$ cat src/rtl/mem_access_unit.sv
// Load/store front-end between the core and a word-addressed RAM without byte enables.
// Sub-word stores are read-modify-write; loads are lane-selected and sign/zero-extended.
module mem_access_unit #(
    parameter bit BIG_ENDIAN  = 1'b0,
    parameter bit CHECK_ALIGN = 1'b1
) (
    input  logic        clk,
    input  logic        rst_n,
    input  logic        req_valid,
    output logic        req_ready,
    input  logic        req_we,
    input  logic [1:0]  req_size,
    input  logic        req_signed,
    input  logic [31:0] req_addr,
    input  logic [31:0] req_wdata,
    output logic        resp_valid,
    output logic [31:0] resp_rdata,
    output logic        resp_err,
    output logic [29:0] ram_address,
    output logic        ram_wren,
    output logic [31:0] ram_data,
    input  logic [31:0] ram_q
);

    typedef enum logic [2:0] {
        S_IDLE,
        S_LOAD,
        S_RMW,
        S_DONE,
        S_ERR
    } state_t;

    state_t      state;
    logic [31:0] addr_q;
    logic [1:0]  size_q;
    logic        signed_q;
    logic [15:0] wdata_q;

    logic        misaligned;
    logic [1:0]  byte_lane;
    logic        half_lane;
    logic [7:0]  load_byte;
    logic [15:0] load_half;
    logic [31:0] load_data;
    logic [31:0] merged;

    always_comb begin
        misaligned = 1'b0;
        if (CHECK_ALIGN) begin
            if (req_size == 2'b01)
                misaligned = req_addr[0];
            else if (req_size[1])
                misaligned = (req_addr[1:0] != 2'b00);
        end
    end

    // Big-endian mirrors the lane index; the RAM word itself is never byte-swapped.
    always_comb begin
        byte_lane = addr_q[1:0] ^ {2{BIG_ENDIAN}};
        half_lane = addr_q[1] ^ BIG_ENDIAN;

        case (byte_lane)
            2'd0:    load_byte = ram_q[7:0];
            2'd1:    load_byte = ram_q[15:8];
            2'd2:    load_byte = ram_q[23:16];
            default: load_byte = ram_q[31:24];
        endcase
        load_half = half_lane ? ram_q[31:16] : ram_q[15:0];

        case (size_q)
            2'b00:   load_data = {{24{signed_q & load_byte[7]}}, load_byte};
            2'b01:   load_data = {{16{signed_q & load_half[15]}}, load_half};
            default: load_data = ram_q;
        endcase

        merged = ram_q;
        if (size_q == 2'b00) begin
            case (byte_lane)
                2'd0:    merged[7:0]   = wdata_q[7:0];
                2'd1:    merged[15:8]  = wdata_q[7:0];
                2'd2:    merged[23:16] = wdata_q[7:0];
                default: merged[31:24] = wdata_q[7:0];
            endcase
        end else if (half_lane) begin
            merged[31:16] = wdata_q;
        end else begin
            merged[15:0] = wdata_q;
        end
    end

    always_ff @(posedge clk or negedge rst_n) begin
        if (!rst_n) begin
            state    <= S_IDLE;
            addr_q   <= '0;
            size_q   <= '0;
            signed_q <= 1'b0;
            wdata_q  <= '0;
        end else begin
            case (state)
                S_IDLE: begin
                    if (req_valid) begin
                        addr_q   <= req_addr;
                        size_q   <= req_size;
                        signed_q <= req_signed;
                        wdata_q  <= req_wdata[15:0];
                        if (misaligned)
                            state <= S_ERR;
                        else if (!req_we)
                            state <= S_LOAD;
                        else if (req_size[1])
                            state <= S_DONE;
                        else
                            state <= S_RMW;
                    end
                end
                S_RMW:   state <= S_DONE;
                default: state <= S_IDLE;
            endcase
        end
    end

    // Full-word stores write straight from the request in the accept cycle; everything
    // else addresses the RAM from the latched request so the read issued at accept lines up.
    always_comb begin
        req_ready   = (state == S_IDLE);
        ram_address = (state == S_IDLE) ? req_addr[31:2] : addr_q[31:2];
        ram_wren    = 1'b0;
        ram_data    = '0;
        resp_valid  = 1'b0;
        resp_rdata  = '0;
        resp_err    = 1'b0;
        case (state)
            S_IDLE: begin
                if (req_valid && req_we && req_size[1] && !misaligned) begin
                    ram_wren = 1'b1;
                    ram_data = req_wdata;
                end
            end
            S_LOAD: begin
                resp_valid = 1'b1;
                resp_rdata = load_data;
            end
            S_RMW: begin
                ram_wren = 1'b1;
                ram_data = merged;
            end
            S_DONE: resp_valid = 1'b1;
            S_ERR: begin
                resp_valid = 1'b1;
                resp_err   = 1'b1;
            end
            default: ;
        endcase
    end

endmodule

$ cat config.mk
export PLATFORM = sky130hd
export DESIGN_NAME = mem_access_unit
export DESIGN_NICKNAME = d
export VERILOG_FILES = /design/src/rtl/mem_access_unit.sv
export SDC_FILE = /design/constraint.sdc
export NUM_CORES = 1
export LEC_CHECK = 0
export ABC_AREA = 1
export CELL_PAD_IN_SITES_DETAIL_PLACEMENT = 0
export CELL_PAD_IN_SITES_GLOBAL_PLACEMENT = 2
export CORE_UTILIZATION = 23
export CTS_CLUSTER_DIAMETER = 40
export DETAILED_ROUTE_END_ITERATION = 10
export PLACE_DENSITY_LB_ADDON = 0.2
export SYNTH_ARGS = -nofsm -noshare
export SYNTH_HDL_FRONTEND = slang
export SYNTH_SLANG_ARGS = --single-unit
$ cat constraint.sdc
create_clock -name clk -period 1.81 [get_ports clk]
set_input_delay 0.362 -clock clk [delete_from_list [all_inputs] [get_ports clk]]
set_output_delay 0.362 -clock clk [all_outputs]
set_load 0.03 [all_outputs]
==> results.cfg <==
[run_status]
status = finished, violations left
violations = negative setup slack

[clock_tree]
numCtsBuffers = 5
cts_buffer_depth = 2
clkLatencyLatePin_ps = 300
root_buffer = clkbuf_16
cts_sinks = 54
cts_tree = done
clk_pin_slew_ps = 70
h-tree-depth = 2

[worst_setup_path]
r2r-start = state[0]
start_kind = flop
crit_arrival_ps = 1790
worst-r2r-cell-count = 10
crit_required_ps = 1450
crit_path_end_kind = output pin
critical_path_class = reg -> out
cp_max_fo = 9
r2r-end = addr_q[4]
reg2reg_slack_ps = 90

[finish]
final_nets = 1141
fillers = 2129
postLayoutCoreUtil_pct = 46.68
drive_above_1_share_pct = 42.93
final_cell_mix = nand2_1 (184), clkdlybuf4s50_1 (91), buf_4 (83)
regArea_um2 = 1356
final_common_cell = nand2_1
multi_input_area_um2 = 3852
syn2layout_area_growth_pct = 96.61

[sta]
timing.final.crit_share_pct = 118.7
slew_headroom_pct = 74.28
finalHoldViolations = 0
finalSetupTns_ps = -24860
finalClockSkew_ps = 6.505
setup_violations = 96
final_max_slew_viol_count = 0
finalCriticalPeriod_ps = 2148
max_freq_mhz = 465.5
setup_ws_ps = -338.1
rsz0062_at_grt = yes
tightest_slew_ps = 381.7

[global_routing]
antenna_found_initial = 2
grt_pass1_wl_um = 33310
grt_usage_pct = 19.21
grt-ovfl-total = 0
grt_max_degree = 64
grt_pass1_vias = 5673

[synth]
syn-cell-area_um2 = 5054
yosysTopAreaCell = dfrtp_1
yosysWarnings = 0
synth.net_count = 862
synth_cells = 759
synth_area_leaders = dfrtp_1 (27%), nand2_1 (17%), o21ai_0 (10%)
synth.distinct_cells = 29
synth_top_area_share_pct = 26.74
ys_seq_area_share_pct = 26.74
ys_ff_latch = 54
syn_area_per_cell_um2 = 6.658

[placed_design]
hpwl_um = 15990
portBuffers = 200
gp_congestion = 0.8238

[hold_path]
hold_class = in -> async

[floorplanning]
start_util_pct = 23.74
io-pin-count = 201
rows = 53
die-area_um2 = 22570
fp.dieH_um = 150.2
design.core.area_um2 = 21290
die_w_um = 150.2

[power]
ir_worst_vdd_v = 0.001207
leakage_nw = 4.395
power_density_nw_per_um2 = 1961
power_mw = 19.48

[route]
first_pass_iters = 5
wl_um = 23600
routed_via_density = 4.699
num_vias = 6179
wire_per_inst_um = 17.95
antenna_left = 0
drt-initial-drc-count = 296
drc_errors = 0

[run]
maxCapViolations = 0
## power by group
group	switching (mW)	internal (mW)
Combinational	9.00	7.17
Clock	0.482	0.515
Sequential	0.523	1.79
## flip-flops by register name, summed over array words and instances, names as in the netlist
name / flops
state: 3
size_q: 2
wdata_q: 16
signed_q: 1
addr_q: 32
## final cells by class
type | count | area share [%]
antenna | 1 | 0.02519
clock buffer | 5 | 1.259
clock inverter | 3 | 0.2141
inverter | 73 | 3.123
multi-input combinational | 575 | 38.77
sequential | 54 | 13.65
tap | 275 | 3.463
timing repair buffer | 329 | 39.49
## routing by layer
metal | wire, µm | track usage (%) | vias to the layer above
met2 | 10830 | 29.86 | 194
met1 | 11030 | 27.54 | 2850
met3 | 1420 | 3.576 | 17
met4 | 293 | 3.737 | 2
met5 | 15 | 0 | -
li1 | - | - | 3116
## cell usage after synthesis, drive strengths merged
library cell / number
o21bai: 1
dfrtp: 54
o21ai: 145
nand3: 53
o211ai: 46
clkbuf: 8
nor3: 1
a21oi: 39
nor2: 25
or2: 1
inv: 73
buf: 51
nand4: 22
nand2: 240
## stage by stage
| step | instance area [µm²] | cells | worst slack [ps] | hold WS, ps |
|---|---|---|---|---|
| after floorplan | 5069 | 759 | -84.19 | 66.41 |
| after global placement | 8001 | 1270 | -374.6 | 403.9 |
| after global routing | 9933 | 1314 | -429.2 | 69.47 |
| after CTS | 8755 | 1291 | -362.5 | 72.08 |
| final | 9936 | 1315 | -338.1 | 55.97 |
| after detailed placement | 8001 | 1270 | -376.1 | 400.8 |
## critical path, stage by stage, from the launching register on
cell and delay, ps:
dfrtp_2 410, buf_12 160, buf_8 140, o21ai_1 140
buf_4 140, nand2_1 70, o21ai_1 80, nor2_1 60
nor2_1 110, buf_4 170
## logic make-up (layout without fill, tap and decap cells)
logic type / after synthesis / in the layout / share of synthesized area [%]
simple gates: 342 / 344 / 30.50
buf+inv: 132 / 410 / 13.84
compound gates: 231 / 231 / 28.92
other cells: 0 / 1 / 0
flops: 54 / 54 / 26.74
## how the worst max path moves through the flow
stage / startpoint / endpoint / cells after the start
after floorplan: state[1] / ram_address[0] / 4
after global placement: ram_q[11] / resp_rdata[3] / 9
after detailed placement: ram_q[11] / resp_rdata[3] / 9
after CTS: state[2] / ram_data[6] / 7
after global routing: addr_q[0] / resp_rdata[23] / 8
final: addr_q[1] / resp_rdata[5] / 9
## timing repair
item                                    4_1_cts  5_1_grt
hold endpoints to repair                      0        0
gates cloned                                  4       14
endpoints found under the setup margin       97      137
pin swaps                                    13       53
hold buffers                                  0        0
resized for setup                           152      200
buffers inserted                              9       10
(Power assumes the default switching activity.)
